==> src/rtl/firebird7_in_gate1_tessent_tdr_ctl_w3.sv <==
// IJTAG test data register for the gate1 data-mux override: captures the functional
// value for observation and drives select/data, rejecting updates after a mis-sized scan.
module firebird7_in_gate1_tessent_tdr_ctl_w3 #(
    parameter int WIDTH = 3
) (
    input  logic             ijtag_tck,
    input  logic             ijtag_reset,
    input  logic             ijtag_sel,
    input  logic             ijtag_ce,
    input  logic             ijtag_se,
    input  logic             ijtag_ue,
    input  logic             ijtag_si,
    output logic             ijtag_so,
    input  logic [WIDTH-1:0] functional_data_in,
    output logic             ijtag_select,
    output logic [WIDTH-1:0] ijtag_data_out,
    output logic             len_err
);

    localparam int L  = WIDTH + 2;
    localparam int CW = $clog2(L + 2);

    typedef enum logic [1:0] {
        IDLE,
        CAPTURED,
        SHIFTING,
        ARMED
    } state_t;

    state_t          state;
    state_t          state_nxt;
    logic [L-1:0]    sr;
    logic [CW-1:0]   cnt;
    logic [CW-1:0]   cnt_inc;
    logic            cap;
    logic            shf;
    logic            upd;
    logic            good_upd;

    assign cap = ijtag_sel & ijtag_ce;
    assign shf = ijtag_sel & ijtag_se & ~ijtag_ce;
    assign upd = ijtag_sel & ijtag_ue & ~ijtag_ce & ~ijtag_se;

    // Shift count saturates one past the chain length so any over-shift stays visible.
    assign cnt_inc = (cnt == CW'(L + 1)) ? cnt : cnt + CW'(1);

    assign ijtag_so = sr[0];

    always_comb begin
        state_nxt = state;
        good_upd  = 1'b0;
        if (cap) begin
            state_nxt = CAPTURED;
        end else if (shf) begin
            case (state)
                CAPTURED, SHIFTING: state_nxt = (cnt_inc == CW'(L)) ? ARMED : SHIFTING;
                ARMED:              state_nxt = SHIFTING;
                default:            state_nxt = IDLE;
            endcase
        end else if (upd) begin
            good_upd  = (state == ARMED);
            state_nxt = IDLE;
        end
    end

    always_ff @(posedge ijtag_tck) begin
        if (!ijtag_reset) begin
            state          <= IDLE;
            sr             <= '0;
            cnt            <= '0;
            ijtag_select   <= 1'b0;
            ijtag_data_out <= '0;
            len_err        <= 1'b0;
        end else begin
            state <= state_nxt;
            if (cap) begin
                sr  <= {len_err, functional_data_in, ijtag_select};
                cnt <= '0;
            end else if (shf) begin
                sr  <= {ijtag_si, sr[L-1:1]};
                cnt <= cnt_inc;
            end else if (upd) begin
                cnt <= '0;
                // The status bit scanned in is observe-only and deliberately dropped.
                if (good_upd) begin
                    ijtag_select   <= sr[0];
                    ijtag_data_out <= sr[WIDTH:1];
                    len_err        <= 1'b0;
                end else begin
                    len_err        <= 1'b1;
                end
            end
        end
    end

endmodule

==> config.mk <==
export PLATFORM = sky130hd
export DESIGN_NAME = firebird7_in_gate1_tessent_tdr_ctl_w3
export DESIGN_NICKNAME = d
export VERILOG_FILES = /design/src/rtl/firebird7_in_gate1_tessent_tdr_ctl_w3.sv
export SDC_FILE = /design/constraint.sdc
export NUM_CORES = 1
export LEC_CHECK = 0
export ABC_AREA = 0
export CORE_ASPECT_RATIO = 1.75
export CORE_MARGIN = 1.5
export CORE_UTILIZATION = 30
export DETAILED_ROUTE_END_ITERATION = 8
export GPL_TIMING_DRIVEN = 0
export PLACE_DENSITY = 0.51
export SLEW_MARGIN = 20
export SYNTH_ARGS = -nofsm -noshare
export SYNTH_HDL_FRONTEND = slang
export SYNTH_SLANG_ARGS = --single-unit
==> constraint.sdc <==
create_clock -name ijtag_tck -period 1.6 [get_ports ijtag_tck]
set_clock_uncertainty 0.05 [all_clocks]
set_input_delay 0.32 -clock ijtag_tck [delete_from_list [all_inputs] [get_ports ijtag_tck]]
set_output_delay 0.32 -clock ijtag_tck [all_outputs]
set_load 0.03 [all_outputs]
After elaboration in Yosys (flattened, before gate mapping)
Cells that the tools add are included.
- memory bits (writable): 0
- latch bits: 0
- logic and storage cells: 45
- bits in registers: 15
- memory bits (read-only): 0
- memories: 0
- add/subtract/negate cells: 1
- divide/modulo/power cells: 0
- eq/ne operators: 5
- multiplexer cells: 14
- reduce and logical (&&, ||, !) cells: 7
- bitwise gates (word level): 11
- shifts and indexed selects: 0
- order comparisons: 0
- multipliers: 0
- operators by type and width (operator ; count):
    $mux W5 ; 2
    $mux W3 ; 3
    $and A1 B1 Y1 ; 6
    $eq A3 B3 Y1 const B ; 2
    $mux W1 ; 6
    $not A1 Y1 ; 5
    $eq A2 B2 Y1 const B ; 2
    $mux W2 ; 2
    $pmux W2 S2 ; 1
    $reduce_and A4 Y1 ; 1
    $reduce_bool A2 Y1 ; 2
    $reduce_or A2 Y1 ; 2
    $add A3 B1 Y3 const B ; 1
    $reduce_and A3 Y1 ; 1
    $reduce_bool A3 Y1 ; 1
    $eq A2 B1 Y1 const B ; 1

Depth between registers and ports, before layout
- word-level depth: 7
- depth in mapped cells: 5
- mapped depth without buffers: 5

Worst setup path after synthesis
OpenSTA, ideal clock, no wires.
- path kind: input -> register
- start: in ijtag_se
- end: reg cnt[0]
- path slack: 0.478 ns
- required time: 1.434 ns
- data arrival time: 0.956 ns
- path buffers: 1
- stages: 4
- setup time: 0.116 ns
- cells stage by stage: buf_6 > and3b_4 > and3_1 > o211a_1
- word-level cells in the longest chain between the ends: 3
- ends and longest elaborated chain (element ; line ; source):
    from (decl) ; 10 ; input logic ijtag_se,
    $and A1 B1 Y1 / $not A1 Y1 (equally long branches) ; 41, 42 ;
    $and A1 B1 Y1, on equally long branches ; 41, 42 ;
    $mux W3 / $reduce_bool A2 Y1 (equally long branches) ; -- ;
    to (signal assigned) ; 81 ; cnt <= cnt_inc;
    to (decl) ; 33 ; logic [CW-1:0] cnt;
Parallel ways exist; a longest one is shown, timed or not.
A chain may end at the register's enable or synchronous reset.

Final worst setup path
- start: in ijtag_ue
- end: reg ijtag_select
- word-level cells in the longest chain between the ends: 7
- ends and longest elaborated chain (element ; line ; source):
    from (decl) ; 11 ; input logic ijtag_ue,
    $and A1 B1 Y1 (*) (3 in series) ; 42 ; assign upd = ijtag_sel & ijtag_ue & ~ijtag_ce & ~ijtag_se;
    $mux W1 ; 60 ; end else if (upd) begin
    $mux W1 ; 54 ; end else if (shf) begin
    $mux W1 ; 52 ; if (cap) begin
    $reduce_and A4 Y1 (no line) (*) ; -- ;
    to (signal assigned) ; 86 ; ijtag_select <= sr[0];
    to (decl) ; 15 ; output logic ijtag_select,
Mark *: on every way between the ends. The rest lies on a longest branch, timed or not.

==> flow_summary.json <==
{
  "hold_viol_final": 0,
  "setup_violations": 0,
  "arrival_ns": 1.57,
  "post_cts_resized": 6,
  "nNetsFinal": 127,
  "cts_buffers": 3,
  "powerDensity_mw_per_mm2": 782,
  "p_sw_mw": 0.208,
  "synth_seq_cells": 15,
  "grt_usage": 0.143,
  "dp_slack_ns": -0.0926,
  "avgSynthCellArea_um2": 9.15,
  "max_stage_delay_ns": 0.47,
  "drt-total-wl_mm": 2.03,
  "die_y_um": 73.5,
  "ys_warn_count": 0,
  "worstPathCellList": "clkdlybuf4s50_1 > nor2b_1 > and3_1 > buf_6 > mux2i_1",
  "cts_max_path_buffers": 2,
  "ir_worst_vdd_v": 0.000552,
  "syn-num-nets": 108,
  "drt_iter0_drc": 23,
  "synthFlopType": "dfxtp_1",
  "stdcell_count": 138,
  "outcome": "finished, final reports clean",
  "drv_cap": 0,
  "grt_pass1_wl_mm": 3.42,
  "cts_tree": "done",
  "die-area_mm2": 0.00318,
  "cp_max_fo": 5,
  "drcViolationCount": 0,
  "clk_latency_ns": 0.24,
  "core_area_mm2": 0.00269,
  "antenna_found_initial": 0,
  "synthCells": 93,
  "intPower_mw": 0.623,
  "report.final.slew_viol_count": 0,
  "required_ns": 1.73,
  "design_area_mm2": 0.00106,
  "rows": 25,
  "netlist_area_um2": 851,
  "critPathKind": "input pin to flop",
  "rsz0062_at_grt": "no",
  "p_leak_nw": 0.475,
  "final_layout_size_suffix_gt1_frac": 0.117,
  "grt_max_degree": 11,
  "die_x_um": 43.3,
  "p_comb_frac": 0.147,
  "grt_pass1_vias": 780,
  "htree_levels": 1,
  "fmax_mhz": 694,
  "cts.sink_count": 15,
  "pwr-share-clk": 0.376,
  "numPortBuffers": 14,
  "seq_area_frac_synth": 0.353,
  "hpwl_mm": 1.52,
  "wl_per_cell_um": 14.7,
  "utilization": 0.395,
  "cts_root_buf": "clkbuf_8",
  "drt_pass1_iterations": 3,
  "io-pin-count": 16,
  "syn_to_final_growth_pct": 24.9,
  "drt.antenna.violating_nets": 0,
  "slew_headroom": 0.684,
  "period_share": 0.900,
  "hp-class": "input pin to flop",
  "worst_slack_ns": 0.159,
  "postCtsHoldBufs": 0,
  "diodes": 0,
  "cp_slowest_cell": "clkdlybuf4s50_1",
  "critPathLaunchType": "input pin",
  "placedCellCount": 134,
  "cp-end-kind": "flop",
  "async_flop_share": 0,
  "max_slew.worst_pin.slew_ns": 0.474,
  "place_area_mm2": 0.00102,
  "gr-total-overflow": 0,
  "route.vias.total": 707,
  "post_cts_buffers": 0,
  "path_clk_slew_ns": 0.06,
  "sequentialPowerShare": 0.477,
  "period_needed_ns": 1.44,
  "ys_types": 30,
  "finalWeightedCongestion": 0.732,
  "via_per_inst": 5.12,
  "synth_edf_count": 0,
  "sw_frac_of_total": 0.250,
  "total_power_mw": 0.831,
  "start_util": 0.316
}
## layout by cell type (no fill, tap or decap)
cell type        synthesis  layout
o2111a_1                 1       1
nor2b_2                  1       1
o221a_1                  1       1
nor3b_2                  1       1
clkdlybuf4s50_1          0       8
o41ai_2                  1       1
ha_1                     5       5
and3b_4                  1       1
dfxtp_1                 15      15
clkbuf_1                 1       2
nand2b_1                 5       5
o221ai_1                 1       1
buf_4                    2       2
o21a_1                   1       1
mux2i_1                  8       8
nor2_1                   4       4
dlygate4sd2_1            0       6
a21oi_1                  7       7
buf_6                    2       2
a211oi_1                 1       1
nand3b_4                 1       1
nand2_1                 11      11
buf_2                    1       1
nand3b_1                 1       1
o21ai_0                  7       7
o211a_1                  1       1
and3_1                   2       2
nor2b_1                  1       1
o211ai_1                 1       1
nand3_1                  2       2
inv_1                    5       5
clkbuf_8                 0       3
a21o_1                   2       2
## final timing paths
kind | from | to | slack [ns] | depth (start not counted)
hold / removal | ijtag_reset | ijtag_data_out[0] | 0.36 | 3
setup / recovery | ijtag_ue | ijtag_select | 0.16 | 5
hold reg to reg | ijtag_data_out[0] | ijtag_data_out[0] | 0.41 | 2
setup reg to reg | state[0] | state[1] | 0.35 | 4
## power groups by stage
stage	clock (mW)	combinational, mW	sequential [mW]
2_1_floorplan	0	0.0746	0.406
5_1_grt	0.336	0.134	0.398
4_1_cts	0.320	0.123	0.397
6_report	0.312	0.122	0.396
3_3_place_gp	0	0.123	0.405
3_5_place_dp	0	0.124	0.405
## routing by layer
metal  wire length (um)  up-vias  part of all wire  GRT usage
met5                  0        -                 0          0
met3                 57        2             0.028     0.0172
met1                786      335              0.39      0.145
met2               1160       10              0.57      0.267
met4                 23        0             0.011     0.0875
li1                   -      360                 -          -
## flip-flops by register name, indices dropped and copies added, names as in the netlist
name and cells:
sr 5, cnt 3, ijtag_data_out 3, state 2, ijtag_select 1, len_err 1
## cells by family after synthesis
kind of cell | after synthesis | synth area share
flops | 15 | 0.353
compound gates | 24 | 0.194
fa+ha+maj | 5 | 0.0735
simple gates | 30 | 0.209
buf+inv | 11 | 0.0765
mux | 8 | 0.0941
## critical path: cells and delay by family
kind / cells / cell delay [ns]
buf+inv: 2 / 0.60
mux: 1 / 0.17
simple gates: 2 / 0.48
## stage by stage
step | setup TNS, ns | hold slack (ns)
finish | 0 | 0.361
global route | 0 | 0.377
CTS | 0 | 0.360
detailed placement | -0.700 | 0.406
global placement | -0.640 | 0.400
floorplan | 0 | 0.381
## area by class of cell
| type | count | area [um2] |
|---|---|---|
| Tap cell | 27 | 33.8 |
| Fill cell | 287 | 1630 |
| Timing Repair Buffer | 14 | 133 |
| Sequential cell | 15 | 300 |
| Buffer | 6 | 46.3 |
| Clock buffer | 4 | 45.0 |
| Multi-Input combinational cell | 67 | 485 |
| Inverter | 5 | 18.8 |
## synth_stat cells, drive strengths merged, types with 2 or more instances
library cell | n | area, um2
nand3b | 2 | 27.5
nand2b | 5 | 31.3
a21o | 2 | 15.0
buf | 5 | 42.5
nor2b | 2 | 15.0
dfxtp | 15 | 300
inv | 5 | 18.8
mux2i | 8 | 80.1
nand2 | 11 | 41.3
o21ai | 7 | 35.0
and3 | 2 | 12.5
a21oi | 7 | 35.0
nor2 | 4 | 15.0
ha | 5 | 62.6
nand3 | 2 | 10.0
Note: power is estimated with default switching activity, not from simulation.
